===== src/rtl/reset_sequencer_pkg.sv =====
// Shared state codes, default timing values and counter sizing for the reset sequencer.
package reset_sequencer_pkg;

    localparam logic [2:0] S_SYNC     = 3'd0;
    localparam logic [2:0] S_DEBOUNCE = 3'd1;
    localparam logic [2:0] S_CHOLD    = 3'd2;
    localparam logic [2:0] S_RUN      = 3'd3;

    localparam int DEF_SYNC_STAGES     = 2;
    localparam int DEF_DEBOUNCE_CYCLES = 16;
    localparam int DEF_CPU_HOLD        = 4;

    function automatic int cnt_width(input int a, input int b);
        return $clog2(((a > b) ? a : b) + 1);
    endfunction

endpackage


===== src/rtl/reset_sync.sv =====
// Async-clear, sync-release flop chain; usable for any asynchronous active-low input.
module reset_sync #(
    parameter int STAGES = 2
) (
    input  logic clk,
    input  logic rst_n,
    output logic sync_out,
    output logic sync_pre
);

    logic [STAGES-1:0] chain;

    always_ff @(posedge clk or negedge rst_n) begin
        if (!rst_n) begin
            chain <= '0;
        end else begin
            chain <= {chain[STAGES-2:0], 1'b1};
        end
    end

    // sync_pre is the value sync_out takes on the next edge
    assign sync_out = chain[STAGES-1];
    assign sync_pre = chain[STAGES-2];

endmodule


===== src/rtl/reset_sequencer.sv =====
// Board-button reset fan-out: async assertion, synchronised/debounced release,
// peripherals first then the CPU core, plus a CPU-requested soft re-sequence.
//
// state      | meaning
// S_SYNC     | button released, waiting for the synchroniser to fill
// S_DEBOUNCE | counting synchronised-high cycles before releasing peripherals
// S_CHOLD    | peripherals running, holding the CPU core in reset
// S_RUN      | everything out of reset; soft_rst_req accepted here only
module reset_sequencer
    import reset_sequencer_pkg::*;
#(
    parameter int SYNC_STAGES     = DEF_SYNC_STAGES,
    parameter int DEBOUNCE_CYCLES = DEF_DEBOUNCE_CYCLES,
    parameter int CPU_HOLD        = DEF_CPU_HOLD
) (
    input  logic       clk,
    input  logic       btn0_n,
    input  logic       soft_rst_req,
    output logic       rst_periph_n,
    output logic       rst_cpu_n,
    output logic       rst_done,
    output logic [2:0] phase
);

    localparam int CNT_W = cnt_width(DEBOUNCE_CYCLES, CPU_HOLD);
    localparam logic [CNT_W-1:0] DEB_LAST  = CNT_W'(DEBOUNCE_CYCLES - 1);
    localparam logic [CNT_W-1:0] HOLD_LAST = CNT_W'(CPU_HOLD - 1);

    logic             sync_out;
    logic             sync_pre;
    logic [2:0]       state;
    logic [2:0]       state_nxt;
    logic [CNT_W-1:0] cnt;
    logic [CNT_W-1:0] cnt_nxt;
    logic             periph_nxt;
    logic             cpu_nxt;
    logic             done_nxt;

    reset_sync #(
        .STAGES(SYNC_STAGES)
    ) u_btn_sync (
        .clk     (clk),
        .rst_n   (btn0_n),
        .sync_out(sync_out),
        .sync_pre(sync_pre)
    );

    always_comb begin
        state_nxt  = state;
        cnt_nxt    = cnt;
        periph_nxt = rst_periph_n;
        cpu_nxt    = rst_cpu_n;
        done_nxt   = 1'b0;
        case (state)
            // look one stage ahead so the move coincides with sync_out rising
            S_SYNC: begin
                if (sync_pre) begin
                    state_nxt = S_DEBOUNCE;
                    cnt_nxt   = '0;
                end
            end
            S_DEBOUNCE: begin
                if (!sync_out) begin
                    state_nxt = S_SYNC;
                    cnt_nxt   = '0;
                end else if (cnt == DEB_LAST) begin
                    state_nxt  = S_CHOLD;
                    cnt_nxt    = '0;
                    periph_nxt = 1'b1;
                end else begin
                    cnt_nxt = cnt + 1'b1;
                end
            end
            S_CHOLD: begin
                if (cnt == HOLD_LAST) begin
                    state_nxt = S_RUN;
                    cnt_nxt   = '0;
                    cpu_nxt   = 1'b1;
                    done_nxt  = 1'b1;
                end else begin
                    cnt_nxt = cnt + 1'b1;
                end
            end
            S_RUN: begin
                if (soft_rst_req) begin
                    state_nxt  = S_DEBOUNCE;
                    cnt_nxt    = '0;
                    periph_nxt = 1'b0;
                    cpu_nxt    = 1'b0;
                end
            end
            default: begin
                state_nxt  = S_SYNC;
                cnt_nxt    = '0;
                periph_nxt = 1'b0;
                cpu_nxt    = 1'b0;
            end
        endcase
    end

    always_ff @(posedge clk or negedge btn0_n) begin
        if (!btn0_n) begin
            state        <= S_SYNC;
            cnt          <= '0;
            rst_periph_n <= 1'b0;
            rst_cpu_n    <= 1'b0;
            rst_done     <= 1'b0;
        end else begin
            state        <= state_nxt;
            cnt          <= cnt_nxt;
            rst_periph_n <= periph_nxt;
            rst_cpu_n    <= cpu_nxt;
            rst_done     <= done_nxt;
        end
    end

    assign phase = state;

endmodule


===== config.mk =====
export PLATFORM = sky130hd
export DESIGN_NAME = reset_sequencer
export DESIGN_NICKNAME = d
export VERILOG_FILES = /design/src/rtl/reset_sequencer_pkg.sv /design/src/rtl/reset_sync.sv /design/src/rtl/reset_sequencer.sv
export SDC_FILE = /design/constraint.sdc
export NUM_CORES = 1
export LEC_CHECK = 0
export ABC_AREA = 1
export CAP_MARGIN = 10
export CORE_AREA = 2 2 39 41
export CTS_BUF_LIST = sky130_fd_sc_hd__clkbuf_4 sky130_fd_sc_hd__clkbuf_8
export DETAILED_ROUTE_END_ITERATION = 12
export DIE_AREA = 0 0 41 43
export GPL_ROUTABILITY_DRIVEN = 0
export PLACE_DENSITY_LB_ADDON = 0.2
export SYNTH_ARGS = -nofsm -noshare
export SYNTH_HDL_FRONTEND = slang
export SYNTH_SLANG_ARGS = --single-unit

===== constraint.sdc =====
create_clock -name clk -period 2.87 [get_ports clk]
set_input_delay 0.574 -clock clk [delete_from_list [all_inputs] [get_ports clk]]
set_output_delay 0.574 -clock clk [all_outputs]
set_load 0.05 [all_outputs]

==> Yosys cells after proc, flatten, opt, wreduce, memory -nomap -nowiden <==
Index checks and enable logic that the tools add are counted.
{ "totals": {"regBits": 13, "input_bits": 3} }
{ "classes": {"bitwise": 2, "add_sub_neg": 1, "mux": 20, "reduce_logical": 7, "n_eq_ne": 11} }
{ "op_table": {"columns": ["cell", "n"], "rows": [
  ["$mux W5", 5],
  ["$pmux W5 S4", 1],
  ["$mux W3", 5],
  ["$pmux W3 S4", 1],
  ["$reduce_and A4 Y1", 2],
  ["$eq A3 B2 Y1 const B", 2],
  ["$mux W1", 6],
  ["$ne A2 B2 Y1 const B", 3],
  ["$pmux W1 S3", 2],
  ["$add A5 B1 Y5 const B", 1],
  ["$eq A5 B2 Y1 const B", 1],
  ["$eq A5 B4 Y1 const B", 1],
  ["$ne A2 B1 Y1 const B", 2],
  ["$reduce_or A2 Y1", 2],
  ["$eq A3 B1 Y1 const B", 1],
  ["$logic_not A3 Y1", 1],
  ["$ne A3 B3 Y1 const B", 1],
  ["$reduce_and A3 Y1", 1],
  ["$not A1 Y1", 2],
  ["$reduce_and A2 Y1", 1]
]} }

==> Depth between registers and ports, before layout <==
Gate-level depths: netlist (run 1).
{ "depth": {"word_depth": 4, "depth_mapped": 9, "depth_no_buf": 9} }

==> Cells and area by module <==
Synthesis (run 1) repeated with hierarchy kept, for this count alone.
{ "unflattened": {"hier_cells": 95, "hier_area_um2": 784.5} }
{ "by_module_without_submodules": {"columns": ["module", "n_inst", "seq_area_each_um2", "area_per_inst_um2", "cells_each"], "rows": [
  ["reset_sequencer", 1, 250.2, 730.7, 92],
  ["reset_sync", 1, 50.0, 53.8, 3]
]} }

==> Worst setup path after synthesis (run 1) <==
OpenSTA, ideal clock, no wires.
{ "synth_path": {"path_kind": "register to register", "from": "register state[0] (netlist: phase[0])", "to": "register state[0] (netlist: phase[0])", "setup_time_ps": 120, "path_slack_ps": 1192, "required_ps": 2750, "arrival_time_ps": 1558, "path_stages_with_launch": 9, "path_cell_list": "dfrtp_1 > inv_1 > ha_1 > nand2_1 > nand2_4 > inv_1 > nand3_2 > nand2_1 > nand2_1"} }
{ "synth_between": {"elab_chain_cells": 3, "elab_cells_between_ends": 10, "cone_classes": "7 x eq/ne; 1 x mux; 2 x reduce/logical"} }
{ "synth_lines": {"columns": ["item", "line", "source"], "rows": [
  ["start, declared", "reset_sequencer.sv:31", "logic [2:0] state;"],
  ["start signal, assigned", "reset_sequencer.sv:109", "state <= state_nxt;"],
  ["$eq A3 B1 Y1, or another cell as far along", "reset_sequencer.sv:54", "case (state)"],
  ["$ne A3 B3 Y1 (no line), or another cell as far along", null, null],
  ["$reduce_and A4 Y1 (no line)", null, null]
]} }
Several ways; a longest one is shown, not always the timed one.
A chain may end at the register's enable or synchronous reset.

==> Worst setup path after layout (run 1) <==
{ "layout_path": {"from": "register state[0] (netlist: phase[0])", "to": "output port phase[0]"} }
{ "layout_lines": {"columns": ["item", "line", "source"], "rows": [
  ["end, declared", "reset_sequencer.sv:22", "output logic [2:0] phase"]
]} }
No word-level cell between the ends.

==> flow_summary.ini, run 1 <==
[run]
drv_cap = 0

[finish]
fillers = 127
n_antenna_cell = 0
drive_above_1_share = 0.1333
stdcell_count = 121
syn_to_final_growth_pct = 13.93
fin_nets = 118

[floorplan]
coreArea_mm2 = 0.001384
row_count = 14
die-height_um = 43
die-area_mm2 = 0.001763
io_pins = 9
die_x_um = 41
initial_core_util = 0.5452

[synth]
ys.flop_type = dfrtp_1
async_flop_share = 1.000
synth_cells = 96
synth_area_leader_cell = dfrtp_1
synth.top_cells.by_count = 24 x nand2_1, 17 x inv_1, 12 x dfrtp_1
ys_types = 18
synth_edf_count = 0
ys_ff_latch = 12
synth_nets = 107
yosysWarnings = 0
yosysMostFrequentCell = nand2_1
syn_area_per_cell_um2 = 7.859
synth_area_um2 = 754.5
synth_top_area_share = 0.3980
ys_top_cells_by_area = dfrtp_1 40%, ha_1 13%, nand2_1 12%
ys_seq_area_frac = 0.3980

[drt]
wl_per_cell_um = 10.39
viasPerCell = 4.876
drt_iter0_drc = 23
dr.pass1.iters = 4
dr_total_vias = 590
drc = 0
antenna_left = 0
wl_um = 1257

[cts]
ctsHoldBuffers = 0
clkSinkCount = 12
cts_root_buf = clkbuf_4
cts_buffer_depth = 2
clk_latency_ns = 0.26
cts_resized = 0
cts_buffers = 3
cts.clk_slew.worst_paths_ns = 0.06
post_cts_buffers = 0
cts_tree = built
htreeDepth = 1

[global_routing]
grt_max_degree = 13
antenna_found_initial = 0
grt_pass1_wl_um = 2359
grt.total_usage = 0.1976
grt_pass1_vias = 594
grt.overflow.total = 0

[worst_setup_path]
crit_path_end_kind = output pin
required_ns = 2.30
critPathBufInv = 1
max_stage_delay_ns = 0.83
start_kind = flip-flop
crit_start = phase[0]
crit_path_end = phase[0]
timing.rr.start = cnt[0]
reg2reg_to = cnt[0]
r2r_cells = 8
path_class = flip-flop to output pin
cp_top_family = buffers and inverters
cp_max_fo = 6
crit_chain = clkdlybuf4s50_1
cp_slowest_cell = clkdlybuf4s50_1
path_depth = 1
cp.arrival_ns = 1.53
reg2reg_slack_ns = 1.27

[power]
irDropWorstVdd_uv = 527.1
power_switching_mw = 0.3181
pwr-share-seq = 0.328
intPower_mw = 0.3724
switching_share = 0.4607
p_comb_frac = 0.535
p_leak_nw = 0.4619
powerDensity_mw_per_mm2 = 803.3
clock_power_share = 0.137

[timing]
worst_slew_pin_slew_ns = 0.5317
setup_viol_count_final = 0
skew_ns = 0.001678
fin_crit_sh = 0.7327
max_freq_mhz = 475.6
holdWs_ns = 0.3740
hold_viol = 0
fin_setup_tns_ns = 0
rsz0062_at_grt = no
period_needed_ns = 2.103
slew_viol_final = 0
maxSlewHeadroom = 0.6444

[hold_path]
worstHoldPathType = flip-flop to flip-flop

[placed_design]
place_inst = 118
port_buffers = 7
dp.final_hpwl_um = 1007

[outcome]
outcome = complete, no violations
[worst min path at each step]
stage / from / end / depth (start not counted) / slack (ns)
after floorplan: btn0_n / cnt[0] / 0 / 0.28
after global placement: u_btn_sync.chain[0] / u_btn_sync.chain[1] / 0 / 0.36
after detailed placement: u_btn_sync.chain[0] / u_btn_sync.chain[1] / 0 / 0.36
after CTS: u_btn_sync.chain[0] / u_btn_sync.chain[1] / 0 / 0.38
after global routing: u_btn_sync.chain[0] / u_btn_sync.chain[1] / 0 / 0.41
final: u_btn_sync.chain[0] / u_btn_sync.chain[1] / 0 / 0.37
[power by group through the flow]
stage	sequential (mW)	combinational (mW)	clock [mW]
floorplan	0.271	0.240	0
global placement	0.227	0.364	0
detailed placement	0.230	0.371	0
CTS	0.226	0.372	0.0994
global route	0.233	0.416	0.110
finish	0.226	0.369	0.0948
[flip-flops by register name, indices dropped and copies added (netlist names)]
register and cells:
rst_done 1, phase 2, rst_cpu_n 1, cnt 5, rst_periph_n 1, u_btn_sync.chain 2
[cells in the final DEF (no fill, tap or decap)]
cell              n
nand2_1          24
inv_1            17
dfrtp_1          12
nor2_1            8
ha_1              8
nand3_1           7
clkdlybuf4s50_1   7
nand2_2           4
nand4_1           4
clkbuf_4          3
nor2_2            2
conb_1            2
or2_4             1
nand2_4           1
nor2_4            1
nand3_2           1
inv_2             1
nand3b_1          1
a21oi_1           1
[layer usage]
layer | part of all wire | GRT usage | up-vias
met4 | 0 | 0.05333 | 0
met3 | 0.073 | 0.09424 | 0
met2 | 0.48 | 0.2875 | 18
met1 | 0.44 | 0.2559 | 266
met5 | 0 | 0 | -
li1 | - | - | 306
[cells by family (layout without fill, tap and decap cells)]
| logic type | Yosys count | count (layout) | synth area share |
|---|---|---|---|
| compound gates | 1 | 1 | 0.006627 |
| fa+ha+maj | 8 | 8 | 0.1327 |
| buf+inv | 19 | 28 | 0.09950 |
| flops | 12 | 12 | 0.3980 |
| other cells | 2 | 2 | 0.009954 |
| simple gates | 54 | 54 | 0.3532 |
[through the flow]
| stage | cell area (µm²) | worst slack [ns] | total power [mW] | utilization |
|---|---|---|---|---|
| after floorplan | 754.5 | 1.192 | 0.5104 | - |
| after global placement | 837.1 | 1.068 | 0.5906 | 0.6049 |
| after detailed placement | 837.1 | 1.038 | 0.6004 | 0.6049 |
| after CTS | 859.6 | 0.7468 | 0.6979 | 0.6212 |
| after global routing | 859.6 | 0.6869 | 0.7602 | 0.6212 |
| final | 859.6 | 0.7672 | 0.6905 | 0.6212 |
[final cells by class]
| type | instances | area (µm²) | share of cell area |
|---|---|---|---|
| Multi-Input combinational cell | 65 | 379.1 | 0.4410 |
| Sequential cell | 12 | 300.3 | 0.3493 |
| Timing Repair Buffer | 7 | 70.07 | 0.08151 |
| Inverter | 18 | 67.56 | 0.07860 |
| Clock buffer | 3 | 22.52 | 0.02620 |
| Tap cell | 16 | 20.02 | 0.02329 |
(Power assumes the default switching activity.)
==> run 2: changes to the inputs <==
Settings changed: CORE_AREA 2 2 39 41 to not set, CORE_MARGIN set to 2, CORE_UTILIZATION set to 56, DIE_AREA 0 0 41 43 to not set.
Clock period 2.87 ns to 2 ns, I/O delays scaled along.
==> run 2 against run 1 <==
Utilization rose by 5.6 points. Hold slack improved by 0.0060 ns. Power rose by 51%. Sequential power rose by 44%. Clock power rose by 100%. Combinational power rose by 43%. Sequential cell count did not move. Non-clock buffer count did not move. Clock-buffer cell count rose by 1. Die area fell by 6.0%. Sequential share of layout area fell by 0.40 points. Largest cell class unchanged.
==> flow_summary.ini, run 2 (same netlist as run 1, synthesis figures left out) <==
[outcome]
outcome = complete, no violations

[worst_setup_path]
required_ns = 1.60
cp.arrival_ns = 1.52
cp_slowest_cell = clkdlybuf4s50_1
reg2reg_slack_ns = 0.41
cp_max_fo = 5
critPathBufInv = 1
crit_path_end_kind = output pin
crit_chain = clkdlybuf4s50_1
cp_top_family = buffers and inverters
path_class = flip-flop to output pin
max_stage_delay_ns = 0.83
start_kind = flip-flop
crit_start = phase[1]
timing.rr.start = cnt[0]

[floorplan]
io_pins = 9
die_x_um = 40.71
coreArea_mm2 = 0.001285
die-height_um = 40.71
die-area_mm2 = 0.001657
initial_core_util = 0.5871
row_count = 13

[timing]
rsz0062_at_grt = no
slew_viol_final = 0
setup_viol_count_final = 0
worst_slew_pin_slew_ns = 0.5544
fin_setup_tns_ns = 0
hold_viol = 0
skew_ns = 0.006648
maxSlewHeadroom = 0.6292
fin_crit_sh = 0.9586
holdWs_ns = 0.3800
max_freq_mhz = 521.6
period_needed_ns = 1.917

[drt]
viasPerCell = 4.736
antenna_left = 0
dr_total_vias = 573
drt_iter0_drc = 17
wl_per_cell_um = 10.78
wl_um = 1304
drc = 0
dr.pass1.iters = 4

[cts]
htreeDepth = 1
clkSinkCount = 12
ctsHoldBuffers = 0
cts_buffer_depth = 2
cts.clk_slew.worst_paths_ns = 0.08
cts_root_buf = clkbuf_4
post_cts_buffers = 0
clk_latency_ns = 0.28
cts_buffers = 3
cts_resized = 0
cts_tree = built

[global_routing]
grt_pass1_vias = 535
grt.overflow.total = 0
grt_pass1_wl_um = 2201
grt.total_usage = 0.2107
antenna_found_initial = 0
grt_max_degree = 13

[finish]
syn_to_final_growth_pct = 15.26
n_antenna_cell = 0
layout_common_cells = 24 x nand2_1, 17 x inv_1, 12 x dfrtp_1
largest-register = cnt
largest_register_ffs = 5
drive_above_1_share = 0.1509
layout_commonest_cell = nand2_1
fin_nets = 118

[hold_path]
worstHoldPathType = flip-flop to flip-flop
min_from = u_btn_sync.chain[0]

[power]
powerDensity_mw_per_mm2 = 1202
p_leak_nw = 0.4700
irDropWorstVdd_uv = 746.1

[run]
drv_cap = 0

[placed_design]
port_buffers = 7
dp.final_hpwl_um = 1020
run 2: per-layer routing:
layer  up-vias  wire, µm  global-route usage
met5         -         0                   0
met3         2        62             0.08152
met2        12       605              0.3254
met4         0        18             0.07500
met1       252       617              0.2651
li1        307         -                   -
run 2: area by class of cell:
type | count | area (µm²)
multi-input cells | 65 | 379.1
repair buffers | 7 | 67.56
well taps | 15 | 18.77
fillers | 115 | 415.4
flip-flops and latches | 12 | 300.3
inverters | 18 | 67.56
clock buffers | 4 | 36.28
run 2: stage by stage:
| step | area, µm² | worst slack, ns | total power [mW] | util | cells |
|---|---|---|---|---|---|
| 6_report | 869.6 | 0.08279 | 1.045 | 0.6767 | 121 |
| 5_1_grt | 869.6 | 0.03047 | 1.131 | 0.6767 | 121 |
| 4_1_cts | 869.6 | 0.06437 | 1.055 | 0.6767 | 121 |
| 3_5_place_dp | 833.3 | 0.3791 | 0.8585 | 0.6485 | 117 |
| 3_3_place_gp | 833.3 | 0.4054 | 0.8391 | 0.6485 | 117 |
| 2_1_floorplan | 754.5 | 0.3223 | 0.7325 | - | 96 |
run 2: worst paths after layout:
path / cells after the start / to
setup reg to reg: 8 / cnt[0]
max in group asynchronous: 1 / rst_done
setup / recovery: 1 / phase[1]
hold reg to reg: 0 / u_btn_sync.chain[1]
hold / removal: 0 / u_btn_sync.chain[1]
min in group asynchronous: 1 / phase[1]
run 2: power by group:
part / switching (mW) / leakage (nW) / internal, mW
registers: 0.0460 / 0.159 / 0.279
clock network: 0.0804 / 0.0210 / 0.111
logic: 0.349 / 0.290 / 0.180
total: 0.475 / 0.470 / 0.570
